## src/rtl/nibble_pkg.sv

```systemverilog
// Shared types and constants for the serial-to-nibble deserializer.
package nibble_pkg;

  typedef logic [3:0] nibble_t;
  typedef logic [1:0] bidx_t;

  typedef enum logic {
    EMPTY = 1'b0,
    FULL  = 1'b1
  } state_t;

  localparam int    WORD_BITS = 4;
  localparam bidx_t LAST_IDX  = bidx_t'(WORD_BITS - 1);

  // Output bit position for serial bit number idx.
  function automatic bidx_t bit_pos(input bidx_t idx, input logic lsb_first);
    bidx_t pos;
    if (lsb_first) begin
      pos = idx;
    end else begin
      pos = LAST_IDX - idx;
    end
    return pos;
  endfunction

  // Complete a word from the three stored bits plus the final serial bit.
  function automatic nibble_t merge_word(input nibble_t part, input logic b, input logic lsb_first);
    nibble_t w;
    if (lsb_first) begin
      w = {b, part[2:0]};
    end else begin
      w = {part[3:1], b};
    end
    return w;
  endfunction

endpackage

```

## src/rtl/nibble_shreg.sv

```systemverilog
// Bit index and partial-word storage for the first three bits of each nibble.
module nibble_shreg
  import nibble_pkg::*;
#(
  parameter bit LSB_FIRST = 1'b1
) (
  input  logic    clk,
  input  logic    nrst,
  input  logic    flush,
  input  logic    shift_en,
  input  logic    din,
  output nibble_t part_word,
  output bidx_t   bit_idx
);

  nibble_t r_part;
  bidx_t   r_idx;

  // Store accepted bits 0..2; the final bit clears storage since the top merges it.
  always_ff @(posedge clk or negedge nrst) begin
    if (!nrst) begin
      r_part <= 4'b0000;
      r_idx  <= 2'd0;
    end else if (flush) begin
      r_part <= 4'b0000;
      r_idx  <= 2'd0;
    end else if (shift_en) begin
      if (r_idx == LAST_IDX) begin
        r_part <= 4'b0000;
        r_idx  <= 2'd0;
      end else begin
        r_part[bit_pos(r_idx, LSB_FIRST)] <= din;
        r_idx                             <= r_idx + 2'd1;
      end
    end
  end

  assign part_word = r_part;
  assign bit_idx   = r_idx;

endmodule

```

## src/rtl/nibble_deser.sv

```systemverilog
// Serial-to-nibble deserializer with valid/ready output stage and delivery counter.
module nibble_deser
  import nibble_pkg::*;
#(
  parameter bit LSB_FIRST = 1'b1
) (
  input  logic       clk,
  input  logic       nrst,
  input  logic       flush,
  input  logic       din,
  input  logic       din_valid,
  output logic       din_ready,
  output logic [3:0] out_data,
  output logic       out_valid,
  input  logic       out_ready,
  output logic [7:0] word_cnt
);

  nibble_t    w_part;
  bidx_t      w_idx;
  logic       w_last;
  logic       w_accept;
  logic       w_load;
  logic       w_hs;
  state_t     r_state;
  state_t     w_next_state;
  nibble_t    r_data;
  logic [7:0] r_cnt;

  nibble_shreg #(
    .LSB_FIRST (LSB_FIRST)
  ) u_shreg (
    .clk       (clk),
    .nrst      (nrst),
    .flush     (flush),
    .shift_en  (w_accept),
    .din       (din),
    .part_word (w_part),
    .bit_idx   (w_idx)
  );

  // Only the word-completing bit can stall, and only when the held word is not leaving.
  assign w_last    = (w_idx == LAST_IDX);
  assign din_ready = !(w_last && out_valid && !out_ready);
  assign w_accept  = din_valid && din_ready;
  assign w_load    = w_accept && w_last && !flush;
  assign w_hs      = out_valid && out_ready;

  // Output FSM state register.
  always_ff @(posedge clk or negedge nrst) begin
    if (!nrst) begin
      r_state <= EMPTY;
    end else begin
      r_state <= w_next_state;
    end
  end

  // Output FSM next-state logic.
  always_comb begin
    w_next_state = r_state;
    case (r_state)
      EMPTY: begin
        if (w_load) begin
          w_next_state = FULL;
        end else begin
          w_next_state = EMPTY;
        end
      end
      FULL: begin
        if (w_load) begin
          w_next_state = FULL;
        end else if (w_hs) begin
          w_next_state = EMPTY;
        end else begin
          w_next_state = FULL;
        end
      end
      default: w_next_state = EMPTY;
    endcase
  end

  // Output FSM decode.
  always_comb begin
    out_valid = 1'b0;
    case (r_state)
      EMPTY:   out_valid = 1'b0;
      FULL:    out_valid = 1'b1;
      default: out_valid = 1'b0;
    endcase
  end

  // Output word register; only a completed word changes it.
  always_ff @(posedge clk or negedge nrst) begin
    if (!nrst) begin
      r_data <= 4'b0000;
    end else if (w_load) begin
      r_data <= merge_word(w_part, din, LSB_FIRST);
    end
  end

  // Delivered-word counter, wraps naturally at 8 bits.
  always_ff @(posedge clk or negedge nrst) begin
    if (!nrst) begin
      r_cnt <= 8'd0;
    end else if (w_hs) begin
      r_cnt <= r_cnt + 8'd1;
    end
  end

  assign out_data = r_data;
  assign word_cnt = r_cnt;

endmodule

```

## config.mk

```make
export PLATFORM = sky130hd
export DESIGN_NAME = nibble_deser
export DESIGN_NICKNAME = d
export VERILOG_FILES = /design/src/rtl/nibble_pkg.sv /design/src/rtl/nibble_shreg.sv /design/src/rtl/nibble_deser.sv
export SDC_FILE = /design/constraint.sdc
export NUM_CORES = 1
export LEC_CHECK = 0
export BUFFER_PORTS_ARGS = -buffer_cell sky130_fd_sc_hd__buf_4
export CORE_MARGIN = 4
export CORE_UTILIZATION = 46
export CTS_CLUSTER_DIAMETER = 40
export DETAILED_ROUTE_END_ITERATION = 7
export GPL_ROUTABILITY_DRIVEN = 0
export PLACE_DENSITY = 0.73
export SYNTH_ARGS = -nofsm -noshare
export SYNTH_HDL_FRONTEND = slang
export SYNTH_SLANG_ARGS = --single-unit
```

## constraint.sdc

```tcl
create_clock -name clk -period 1.45 [get_ports clk]
set_input_delay 0.145 -clock clk [delete_from_list [all_inputs] [get_ports clk]]
set_output_delay 0.145 -clock clk [all_outputs]
set_load 0.1 [all_outputs]
```

; Word level (Yosys, flattened, before mapping)
; Index checks and enable logic that the tools add are counted.
[totals]
reg_bits = 19
latch_bits = 0
ramBits = 0
rom_bits = 0
input_bits = 6
out_inout_bits = 14
wordCells = 39
n_memories = 0
[op_classes]
add_sub_neg = 2
n_mul = 0
n_div = 0
order_cmp = 2
n_eq_ne = 1
n_shift = 0
muxes = 17
bitwise_logic = 1
n_reduce_logical = 11
[op_table]
columns = op, count
row1 = $mux 2, 6
row2 = $mux 4, 3
row3 = $add 8x1->8 const B, 1
row4 = $logic_and 1x1->1, 7
row5 = $bwmux 4, 1
row6 = $mux 1, 4
row7 = $pmux 1 s2, 2
row8 = $logic_not 1->1, 3
row9 = $lt 2x3->1 const B, 1
row10 = $add 2x1->2 const B, 1
row11 = $demux 1 s2, 1
row12 = $eq 2x2->1 const B, 1
row13 = $ge 2x1->1 const B, 1
row14 = $reduce_bool 2->1, 1
row15 = $not 1->1, 1

; Longest topological paths before layout
[depth]
ltp_word = 16
depth_mapped = 5
mapped_depth_nobuf = 5

; Hierarchy
; A second synthesis with hierarchy kept.
[hier_totals]
hier_cells = 74
area_unflattened_um2 = 917.1
[modules_own_cells]
columns = mod, instances, cells_each, area_per_inst_um2, seq_area_each_um2
row1 = nibble_deser, 1, 44, 564.3, 325.3
row2 = nibble_shreg, 1, 30, 352.8, 150.1

; Worst setup path before layout
; No wires, ideal clock.
[synth_timing]
path_type = register to register
start = register r_state
end = register u_shreg.r_part[0] (netlist: u_shreg.part_word[0])
setup_ns = 0.122
arrival_ns = 1.910
t_required_ns = 1.328
path_slack_ns = -0.582
stages_incl_launch_ff = 5
n_path_buf = 0
synth_period_minus_slack_ns = 2.032
path_cell_list = dfrtp_1 and3b_1 inv_2 o211ai_1 a32o_1
[synth_via]
elab_chain_len = 7
[synth_lines]
columns = element, line
row1 = start: declaration, nibble_deser.sv:25  ; state_t r_state;
row2 = start signal: assignment, nibble_deser.sv:54  ; r_state <= w_next_state;
row3 = $not 1->1, nibble_deser.sv:85  ; case (r_state)
row4 = $pmux 1 s2 (*), nibble_deser.sv:85
row5 = $logic_and 1x1->1 (*) (2 in series), nibble_deser.sv:44  ; assign din_ready = !(w_last && out_valid && !out_ready);
row6 = $logic_not 1->1 (*), nibble_deser.sv:44
row7 = net din_ready, nibble_deser.sv:12  ; output logic din_ready,
row8 = $logic_and 1x1->1 (*), nibble_deser.sv:45  ; assign w_accept = din_valid && din_ready;
row9 = $reduce_bool 2->1 (no line) (*), --
row10 = end signal: indexed assignment, nibble_shreg.sv:32  ; r_part[bit_pos(r_idx, LSB_FIRST)] <= din;
row11 = end: declaration, nibble_shreg.sv:16  ; nibble_t r_part;
; Mark *: on every way through the listed nets, which the timed path passes. The rest lies on a longest branch.
; A chain may end at the register's enable or synchronous reset.

; Worst setup path after layout
[layout_timing]
start = register u_shreg.r_idx[0] (netlist: u_shreg.bit_idx[0])
end = output port din_ready
[layout_via]
elab_chain_len = 4
[layout_lines]
columns = element, line
row1 = start: declaration, nibble_shreg.sv:17  ; bidx_t r_idx;
row2 = start signal: assignment, nibble_shreg.sv:33  ; r_idx <= r_idx + 2'd1;
row3 = $eq 2x2->1, nibble_deser.sv:43  ; assign w_last = (w_idx == LAST_IDX);
row4 = $logic_and 1x1->1 (2 in series), nibble_deser.sv:44
row5 = $logic_not 1->1, nibble_deser.sv:44
row6 = end: declaration, nibble_deser.sv:12
; No other way between the ends.

==> impl_metrics.json <==
{
  "grt_pass1_vias": 641,
  "timing_worst_setup_path_type": "reg2out",
  "syn_avg_cell_area_sq_um": 11.89,
  "critPathArrivalTime_ps": 1380,
  "power.net_switching_mw": 0.3470,
  "wl_per_cell_microns": 14.28,
  "worst_slew_pin_slew_ps": 381.5,
  "grt_start_max_net_pins": 19,
  "grt_antenna_before_repair": 0,
  "core_region_area_sq_um": 1764,
  "crit_path_max_fanout": 2,
  "synth_top_area_cell": "dfrtp_1",
  "detailedRoute.firstPassIterationCount": 4,
  "root_buffer": "clkbuf_4",
  "max-slew-margin-rel_pct": 74.33,
  "cts_tree": "built",
  "final_setup_fails": 3,
  "ant_nets": 0,
  "diodes": 0,
  "final-instance-count-excl-fill": 125,
  "floorplan.rows": 15,
  "netlist_instances": 73,
  "synth_top_area_share_pct": 51.87,
  "final_min_period_over_clock_period_pct": 105.3,
  "drv_cap": 0,
  "level_count_of_the_clock_h_tree": 1,
  "seq_area_frac_synth_pct": 51.87,
  "fraction_of_final_layout_cells_sized_beyond_drive_strength_1_pct": 47.00,
  "fp.dieW_microns": 51.45,
  "drv_slew": 0,
  "clock-sinks": 18,
  "timing.final.crit_period_ps": 1527,
  "gr-usage-all-layers_pct": 14.51,
  "status": "finished with violations",
  "height_of_the_die_microns": 51.45,
  "clkLatencyLatePin_ps": 290,
  "final_common_cell": "buf_4",
  "dp_hpwl_mm": 1.217,
  "fillCellCount": 157,
  "dp_cells": 116,
  "floorplan.initialDensity_pct": 49.22,
  "pd_cells_nw_per_um2": 911.4,
  "hold_violations": 0,
  "synth.area.top_cells": "dfrtp_1, ha_1, mux2_4",
  "layout-area-overhead-vs-synth_pct": 32.42,
  "netlist_area_sq_um": 868.3,
  "route.vias.total": 646,
  "switching_share_pct": 33.11,
  "cts_made_buffers": 3,
  "endpoint_kind": "output port",
  "total_area_of_multi_input_combinational_cells_sq_um": 396.6,
  "design.final.nets": 112,
  "required_ps": 1310,
  "wl_mm": 1.785,
  "mappedNetlistNets": 84,
  "via_per_inst": 5.168,
  "synthDistinctLibCells": 24,
  "grt_pass1_wl_mm": 2.863,
  "yosysWarningCount": 0,
  "failed_checks": "setup timing",
  "port_buffers": 19,
  "rsz_0062_raised_after_global_routing": "true",
  "highest_count_cells_in_the_layout_ignoring_fill_and_taps": "buf_4, dfrtp_1, dfrtp_2",
  "maximum_resistive_drop_on_vdd_mv": 0.4836,
  "clkPwrFrac_pct": 24.4,
  "max_freq_ghz": 0.6547,
  "fp.dieArea_sq_um": 2647,
  "ioPinCount": 20,
  "place_ws_ps": 47.41,
  "final.setup_skew_ps": 2.864,
  "combPwrFrac_pct": 23.3,
  "ys_seq_elements": 18,
  "hold_path_class": "in2reg",
  "fin_total_pwr_mw": 1.048,
  "gr-total-overflow": 0,
  "internal_power_mw": 0.7009,
  "leakage_nw": 0.5585,
  "area.sequential_sq_um": 462.9,
  "post-route-drc-count": 0,
  "finalWorstSetupSlack_ps": -77.41,
  "crit_path_start_kind": "flop",
  "post-route-cell-area_sq_um": 1150,
  "placement.cell_area_sq_um": 1057,
  "cts_buffer_depth": 2,
  "setup-tns-final_ps": -108.6,
  "number_of_drc_violations_after_detailed_routing_iteration_0": 15,
  "part_of_the_total_power_dissipated_in_sequential_elements_pct": 52.3,
  "cts.reportedPaths.clkPinSlew_ps": 100
}
cells in the mapped netlist:
library cell and number:
and3_1 3, or4b_1 1, nand3_1 2, a32o_1 2, buf_2 1, nand2_1 5
nor4_1 1, a21oi_1 3, and3b_1 1, mux2_4 4, buf_6 1, nand2b_1 1
dfrtp_1 18, and2_1 1, inv_1 5, ha_1 5, nand4_1 4, nor2b_2 1
mux2_2 1, xor2_1 1, xnor2_1 6, o211ai_1 2, inv_2 1, o21ai_0 3
repair_timing:
action / 4_1_cts / 5_1_grt
hold buffers: 1 / 0
buffers inserted: 4 / 0
setup endpoints to repair: 1 / 8
endpoints found under the hold margin: 18 / 0
resized for setup: 4 / 3
pin swaps: 4 / 1
power groups by stage:
stage	Clock [mW]	Sequential (mW)	Combinational (mW)
floorplan	0	0.675	0.0464
global placement	0	0.555	0.231
detailed placement	0	0.557	0.233
CTS	0.265	0.548	0.240
global route	0.296	0.551	0.258
finish	0.256	0.548	0.244
cell families after synthesis:
logic type	count (synthesis)	synth area share, %
AND/OR/NAND/NOR	20	13.69
buffers and inverters	8	4.466
XOR/XNOR	7	7.061
adder cells (fa/ha/maj)	5	7.205
flip-flops	18	51.87
AO/OA/AOI/OAI	10	7.491
multiplexers	5	8.213
flip-flops by register name, summed over array words and instances, names as in the netlist:
signal             cells
out_data               4
r_state                1
u_shreg.bit_idx        2
u_shreg.part_word      3
word_cnt               8
worst max-delay path: stages (launching register included):
cell     delay [ps]
dfrtp_1         430
ha_4            180
and3b_2         250
inv_8            70
buf_12          160
area by class of cell:
class                      instances  area share (%)
timing repair buffer              25           17.63
tap                               25           2.720
clock buffer                       4           2.285
multi-input combinational         47           34.49
sequential                        18           40.26
inverter                           6           2.612
layer usage:
metal  GRT usage (%)  routed length, microns  vias to the layer above
li1                -                       -                      310
met1           17.96                     743                      309
met2           23.31                     908                       23
met3           3.499                     100                        4
met4           7.424                      33                        0
met5               0                       0                        -
metrics by stage:
step                hold slack, ps  util [%]
floorplan                   -150.6         -
global placement             25.69     59.93
detailed placement           25.16     59.93
CTS                          47.83     64.96
global route                 42.61     65.18
finish                       66.37     65.18
path summary, 6_finish.rpt:
path | from | end | slack, ps | cells after the start
min in group asynchronous | nrst | u_shreg.bit_idx[0]$_DFFE_PN0P_ | 250 | 2
worst min-delay path | flush | u_shreg.bit_idx[1]$_DFFE_PN0P_ | 70 | 2
max in group asynchronous | nrst | r_state$_DFF_PN0_ | 990 | 2
worst max-delay path | u_shreg.bit_idx[0]$_DFFE_PN0P_ | din_ready | -80 | 4
worst min register to register | word_cnt[7]$_DFFE_PN0P_ | word_cnt[7]$_DFFE_PN0P_ | 480 | 1
worst max register to register | u_shreg.bit_idx[0]$_DFFE_PN0P_ | u_shreg.part_word[2]$_DFFE_PN0P_ | -20 | 6
Power figures use the tool's default switching activity.
